===== config.mk =====
export PLATFORM = sky130hd
export DESIGN_NAME = instr_fetch_unit
export DESIGN_NICKNAME = d
export VERILOG_FILES = /design/src/rtl/instr_fetch_unit.sv
export SDC_FILE = /design/constraint.sdc
export NUM_CORES = 1
export LEC_CHECK = 0
export ABC_CLOCK_PERIOD_IN_PS = 3300
export BUFFER_PORTS_ARGS = -buffer_cell sky130_fd_sc_hd__buf_2
export CAP_MARGIN = 20
export CORE_ASPECT_RATIO = 0.7
export CORE_UTILIZATION = 57
export DETAILED_ROUTE_END_ITERATION = 16
export PLACE_DENSITY_LB_ADDON = 0.2
export SYNTH_ARGS = -nofsm -noshare
export SYNTH_HDL_FRONTEND = slang
export SYNTH_SLANG_ARGS = --single-unit

===== constraint.sdc =====
create_clock -name clk -period 3.3 [get_ports clk]
set_input_delay 0.66 -clock clk [delete_from_list [all_inputs] [get_ports clk]]
set_output_delay 0.66 -clock clk [all_outputs]
set_load 0.005 [all_outputs]

===== src/rtl/instr_fetch_unit.sv =====
// In-order instruction fetch with a DEPTH-entry PC/word queue; optional misaligned-redirect trap under FETCH_MISALIGN_TRAP_EN.
// Word reaches decode at least 2 cycles after its request; issue stops when allocated + squashed entries reach DEPTH.
module instr_fetch_unit #(
   parameter int DEPTH = 4
) (
   input  logic        clk,
   input  logic        rst_n,
   input  logic [31:0] pc,
   output logic [31:0] next_pc,
   input  logic        redirect,
   input  logic [31:0] redirect_pc,
   output logic        imem_req_valid,
   input  logic        imem_req_ready,
   output logic [31:0] imem_req_addr,
   input  logic        imem_rsp_valid,
   input  logic [31:0] imem_rsp_data,
   output logic        if_valid,
   input  logic        if_ready,
   output logic [31:0] if_instr,
   output logic [31:0] if_pc,
   output logic        if_misalign
);

   localparam int AW = (DEPTH > 1) ? $clog2(DEPTH) : 1;
   localparam int CW = $clog2(DEPTH + 1);

   typedef enum logic {ST_RUN, ST_HALT} state_t;

   state_t          state_q, state_d;
   logic [CW-1:0]   count_q, count_d;
   logic [CW-1:0]   drop_q, drop_d;
   logic [CW-1:0]   pend_q, pend_d;
   logic [AW-1:0]   wr_ptr_q, wr_ptr_d;
   logic [AW-1:0]   fill_ptr_q, fill_ptr_d;
   logic [AW-1:0]   rd_ptr_q, rd_ptr_d;
   logic [31:0]     ent_pc_q     [DEPTH];
   logic [31:0]     ent_pc_d     [DEPTH];
   logic [31:0]     ent_instr_q  [DEPTH];
   logic [31:0]     ent_instr_d  [DEPTH];
   logic            ent_filled_q [DEPTH];
   logic            ent_filled_d [DEPTH];
`ifdef FETCH_MISALIGN_TRAP_EN
   logic            ent_mis_q    [DEPTH];
   logic            ent_mis_d    [DEPTH];
`endif

   logic            fire;
   logic            pop;
   logic            live_rsp;
   logic [CW:0]     occupancy;

   always_comb begin
      state_d    = state_q;
      count_d    = count_q;
      drop_d     = drop_q;
      pend_d     = pend_q;
      wr_ptr_d   = wr_ptr_q;
      fill_ptr_d = fill_ptr_q;
      rd_ptr_d   = rd_ptr_q;
      for (int i = 0; i < DEPTH; i++) begin
         ent_pc_d[i]     = ent_pc_q[i];
         ent_instr_d[i]  = ent_instr_q[i];
         ent_filled_d[i] = ent_filled_q[i];
`ifdef FETCH_MISALIGN_TRAP_EN
         ent_mis_d[i]    = ent_mis_q[i];
`endif
      end

      occupancy      = {1'b0, count_q} + {1'b0, drop_q};
      imem_req_valid = rst_n && (state_q == ST_RUN) && !redirect
                       && (occupancy < (CW+1)'(DEPTH));
      imem_req_addr  = {pc[31:2], 2'b00};
      fire           = imem_req_valid && imem_req_ready;

      if_valid    = rst_n && ent_filled_q[rd_ptr_q] && !redirect && (count_q != '0);
      if_instr    = ent_instr_q[rd_ptr_q];
      if_pc       = ent_pc_q[rd_ptr_q];
`ifdef FETCH_MISALIGN_TRAP_EN
      if_misalign = if_valid && ent_mis_q[rd_ptr_q];
`else
      if_misalign = 1'b0;
`endif
      pop         = if_valid && if_ready;

      // A response belongs to the queue only once all squashed words have drained.
      live_rsp = imem_rsp_valid && (drop_q == '0) && (pend_q != '0);

      if (!rst_n) begin
         next_pc = 32'h0;
      end else if (redirect) begin
         next_pc = redirect_pc;
      end else if (fire) begin
         next_pc = pc + 32'd4;
      end else begin
         next_pc = pc;
      end

      if (redirect) begin
         for (int i = 0; i < DEPTH; i++) begin
            ent_filled_d[i] = 1'b0;
`ifdef FETCH_MISALIGN_TRAP_EN
            ent_mis_d[i]    = 1'b0;
`endif
         end
         count_d    = '0;
         pend_d     = '0;
         wr_ptr_d   = '0;
         fill_ptr_d = '0;
         rd_ptr_d   = '0;
         state_d    = ST_RUN;
         // The response landing this cycle retires one outstanding word (squashed or pending) on the spot.
         drop_d = drop_q + pend_q
                  - CW'(imem_rsp_valid && ((drop_q != '0) || (pend_q != '0)));
`ifdef FETCH_MISALIGN_TRAP_EN
         if (redirect_pc[1:0] != 2'b00) begin
            ent_pc_d[0]     = redirect_pc;
            ent_instr_d[0]  = 32'h0000_0013;
            ent_filled_d[0] = 1'b1;
            ent_mis_d[0]    = 1'b1;
            count_d         = CW'(1);
            wr_ptr_d        = AW'(1);
            fill_ptr_d      = AW'(1);
            state_d         = ST_HALT;
         end
`endif
      end else begin
         if (imem_rsp_valid && (drop_q != '0)) begin
            drop_d = drop_q - CW'(1);
         end
         if (live_rsp) begin
            ent_instr_d[fill_ptr_q]  = imem_rsp_data;
            ent_filled_d[fill_ptr_q] = 1'b1;
            fill_ptr_d               = fill_ptr_q + AW'(1);
         end
         if (fire) begin
            ent_pc_d[wr_ptr_q]     = pc;
            ent_filled_d[wr_ptr_q] = 1'b0;
`ifdef FETCH_MISALIGN_TRAP_EN
            ent_mis_d[wr_ptr_q]    = 1'b0;
`endif
            wr_ptr_d               = wr_ptr_q + AW'(1);
         end
         if (pop) begin
            ent_filled_d[rd_ptr_q] = 1'b0;
            rd_ptr_d               = rd_ptr_q + AW'(1);
         end
         count_d = count_q + CW'(fire) - CW'(pop);
         pend_d  = pend_q + CW'(fire) - CW'(live_rsp);
      end
   end

   always_ff @(posedge clk) begin
      if (!rst_n) begin
         state_q    <= ST_RUN;
         count_q    <= '0;
         drop_q     <= '0;
         pend_q     <= '0;
         wr_ptr_q   <= '0;
         fill_ptr_q <= '0;
         rd_ptr_q   <= '0;
         for (int i = 0; i < DEPTH; i++) begin
            ent_pc_q[i]     <= '0;
            ent_instr_q[i]  <= '0;
            ent_filled_q[i] <= 1'b0;
`ifdef FETCH_MISALIGN_TRAP_EN
            ent_mis_q[i]    <= 1'b0;
`endif
         end
      end else begin
         state_q    <= state_d;
         count_q    <= count_d;
         drop_q     <= drop_d;
         pend_q     <= pend_d;
         wr_ptr_q   <= wr_ptr_d;
         fill_ptr_q <= fill_ptr_d;
         rd_ptr_q   <= rd_ptr_d;
         for (int i = 0; i < DEPTH; i++) begin
            ent_pc_q[i]     <= ent_pc_d[i];
            ent_instr_q[i]  <= ent_instr_d[i];
            ent_filled_q[i] <= ent_filled_d[i];
`ifdef FETCH_MISALIGN_TRAP_EN
            ent_mis_q[i]    <= ent_mis_d[i];
`endif
         end
      end
   end

endmodule


==> results.txt <==
The first global-routing pass estimated 58700 um of wire. For this block, the routed nets add up to 36600 um of wire. After legalization and detailed placement, the total HPWL measured 23500 um. The final count of hold timing violations is 0. The headroom to the max-slew limit came out at 0.355. The sequential cell fraction of total power came out at 0.477. The internal reg-to-reg setup slack is 500 ps. The number of synthesis warnings came out at 0. The design internal power came out at 5410 uW. The fraction of registers with async set or reset after synthesis is 0. The most critical setup path has its startpoint at drop_q[2]$_SDFFE_PN0P_. The average wire length per cell after detail routing is 18.0 um. The worst setup path is launched from a flip-flop. The met2 demand-to-capacity share in global routing is 0.462. The clock network fraction of design power is 0.424. The number of enable-type register cells in the synthesized netlist came out at 0. The critical path is of the flip-flop to output port type. The final cycle utilization of the critical path is 0.984. In the synthesized netlist the dominant register cell turns out to be sky130_fd_sc_hd__dfxtp_1. The number of vias in the routed layout is 11500. The worst setup path is captured at an output port. The run finished with clean final reports. The floorplan has 46 rows. The max-slew violation total from the final report is 0. Across the routed clock network, the largest skew measured is 24.7 ps. The required time of the critical path came out at 2640 ps. The deepest clock path buffer count is 3. The total I/O pin count came out at 233.

The overall overflow remaining after global route came out at 0. The global-route met3 utilization came out at 0.0449. Across the VDD grid, the largest voltage drop is 0.000410 V. The CTS root buffer is sky130_fd_sc_hd__clkbuf_16.

The clock insertion delay at the later pin of the skew report came out at 550 ps. The congestion estimate from routability-driven global placement came to 0.848. The switching part of the total came out at 0.244. The placeable core region is 0.0230 mm2. The largest fanout on the critical path is 7. The number of library cell types mapped by synthesis came out at 47. The initial cell density of the core came out at 0.591.

The worst hold path begins at imem_rsp_data[15]. The ratio of routed vias to standard cells is 5.65. The die covers 0.0245 mm2. The die boundary width came out at 187 um. The number of port buffers came out at 229.

The detailed-routing iteration count for the pre-antenna-repair pass came out at 5. The busiest metal layer after global routing is met2. A synthesized cell averages 8.68 um2. The tightest min-delay check is of the input port to flip-flop type. The summed area of non-filler cells in the final layout came out at 0.0157 mm2.

The endpoint arrival time on the critical path came out at 2590 ps. In this run, CTS created clock tree buffers numbering 28. Counting every sink on the clock net gives 277. The netlist area before placement came out at 0.0136 mm2. In the global route stage, met1 resource usage came out at 0.426. The reported net switching power came out at 1750 uW. The overall power of the completed layout came out at 7160 uW. The sequential share of the synthesized area came out at 0.408. Entering global routing, the biggest net connects 119 pins.

The startpoint identified for the worst register-to-register timing path is drop_q[1]$_SDFFE_PN0P_. At the end of the flow, the number of nets in the layout was 1832. The layout overhead on the synthesized area is 15.3%. The overall fraction of global-route tracks in use came out at 0.293. Synthesis inferred 277 register bits. The via count of the first global-routing pass is 10800. The combinational power share is 0.099. Setup violations remaining at the end of the flow were counted as 0. The analysis attributes to cell leakage a power of 0.00572 uW. The clock transition time at the flip-flop clock pins of the worst setup and hold paths is 60 ps.

The number of H-tree levels is 1. Setup repair after global routing could not meet its margin everywhere. The TritonCTS clock tree is yes. For this design the ratio of total power to cell area is 456 mW/mm2. The clock period could shrink to 3250 ps. The worst hold margin is 379 ps. The post-placement cell area is 0.0148 mm2. The count of antenna-violating nets left after detailed routing is 0.

The pin slew with the least headroom to its limit is 968 ps. Max-cap violations in this run came to 0. The instance count of the mapped netlist came out at 1567. The detailed router finished its first iteration with 776 violations. The number of antenna violations at the first check in global routing came out at 2. Derived from the worst setup path, the maximum achievable clock frequency is 308 MHz. The post-route DRC violation count came out at 0.

The share of final-layout standard cells stronger than drive strength 1 came out at 0.231. Measured along the y axis, the die boundary spans 131 um.
[state kept, by name (all words and copies together) (netlist names), named ones only]
signal	cells
drop_q	3
pend_q	3
ent_instr_q	128
count_q	3
rd_ptr_q	2
wr_ptr_q	2
ent_pc_q	128
ent_filled_q	4
fill_ptr_q	2
[synthesized netlist by cell type, drive strengths merged (4+ instances only)]
master,count,share of area
a2111oi,4,0.0026
a21boi,257,0.14
a21oi,27,0.0099
and2,10,0.0046
and3,8,0.0037
and4,6,0.0040
buf,75,0.034
clkbuf,95,0.026
dfxtp,277,0.41
ha,24,0.022
inv,24,0.0066
mux2i,4,0.0029
mux4,65,0.11
nand2,534,0.15
nand2b,4,0.0018
nand3,16,0.0059
nand4,7,0.0043
nor2,15,0.0041
nor2b,5,0.0029
nor3,15,0.0059
nor4,13,0.0069
o21ai,27,0.0099
xnor2,32,0.021
xor2,4,0.0026
[timing repair]
item | 4_1_cts | 5_1_grt
hold buffers | 0 | 0
setup buffers | 1 | 0
pin swaps | 1 | 2
endpoints found under the setup margin | 17 | 18
resized for setup | 3 | 5
[cell families after synthesis]
| logic type | count (synthesis) | synth area share |
|---|---|---|
| AOI/OAI and AO/OA | 328 | 0.173 |
| xor gates and xnor gates | 36 | 0.0232 |
| adders and majority gates | 27 | 0.0265 |
| buffers and inverters | 194 | 0.0664 |
| DFF | 277 | 0.408 |
| muxes | 69 | 0.111 |
| other | 1 | 0.000276 |
| and+or+nand+nor | 635 | 0.193 |
[worst max-delay path, stage by stage, from the launching register on]
cell and delay, ps:
sky130_fd_sc_hd__dfxtp_1 380, sky130_fd_sc_hd__ha_1 260, sky130_fd_sc_hd__nor3_2 170, sky130_fd_sc_hd__nand2_1 310, sky130_fd_sc_hd__nor3_2 250, sky130_fd_sc_hd__buf_4 190
sky130_fd_sc_hd__nor3_1 50, sky130_fd_sc_hd__nor3_1 250, sky130_fd_sc_hd__buf_2 180
[cells in the final DEF (no fill, tap or decap), types with 7 or more instances in the layout]
cell / netlist / routed
sky130_fd_sc_hd__a21boi_0: 236 / 236
sky130_fd_sc_hd__a21boi_1: 21 / 21
sky130_fd_sc_hd__a21oi_1: 27 / 26
sky130_fd_sc_hd__and2_1: 10 / 10
sky130_fd_sc_hd__and3_1: 8 / 8
sky130_fd_sc_hd__buf_2: 35 / 228
sky130_fd_sc_hd__buf_4: 33 / 39
sky130_fd_sc_hd__clkbuf_16: 0 / 28
sky130_fd_sc_hd__clkinv_2: 0 / 7
sky130_fd_sc_hd__dfxtp_1: 277 / 275
sky130_fd_sc_hd__ha_1: 24 / 24
sky130_fd_sc_hd__inv_1: 23 / 23
sky130_fd_sc_hd__mux4_2: 65 / 65
sky130_fd_sc_hd__nand2_1: 534 / 534
sky130_fd_sc_hd__nand3_1: 16 / 16
sky130_fd_sc_hd__nor2_1: 15 / 15
sky130_fd_sc_hd__nor3_1: 14 / 12
sky130_fd_sc_hd__nor4_1: 11 / 9
sky130_fd_sc_hd__o21ai_0: 26 / 26
sky130_fd_sc_hd__xnor2_1: 32 / 32
[final timing paths]
path / depth (start not counted) / endpoint
max: 8 / next_pc[31]
min: 3 / ent_instr_q[3][15]$_SDFFE_PN0P_
max reg2reg: 13 / drop_q[2]$_SDFFE_PN0P_
min reg2reg: 2 / ent_instr_q[3][28]$_SDFFE_PN0P_
[power groups by stage]
stage / sequential (uW) / combinational (uW) / clock, uW
2_1_floorplan: 3480 / 434 / 0
3_3_place_gp: 3480 / 685 / 0
3_5_place_dp: 3480 / 695 / 0
4_1_cts: 3410 / 700 / 3080
5_1_grt: 3410 / 776 / 3250
6_report: 3410 / 711 / 3030
[routing by layer]
metal  part of all wire  vias up
met2               0.46      436
met4              0.014        2
met1               0.45     5520
met5            0.00022        -
li1                   -     5502
met3              0.075       48
[final cells by class]
cell class / instances / area [um2]
Fill cell: 1906 / 7340
Multi-Input combinational cell: 1098 / 7200
Sequential cell: 277 / 5550
Timing Repair Buffer: 274 / 1570
Clock buffer: 37 / 764
Tap cell: 312 / 390
Clock inverter: 13 / 115
Inverter: 24 / 92.6
Antenna cell: 1 / 2.50
[per-stage QoR]
step,utilization,worst slack (ps),setup TNS (ps),std cells
after floorplan,-,501,0,1569
after global placement,0.641,314,0,1984
after detailed placement,0.641,294,0,1984
after CTS,0.680,48.4,0,2035
after global routing,0.681,-61.5,-155,2035
final,0.681,51.3,0,2036
Power figures use the tool's default switching activity.
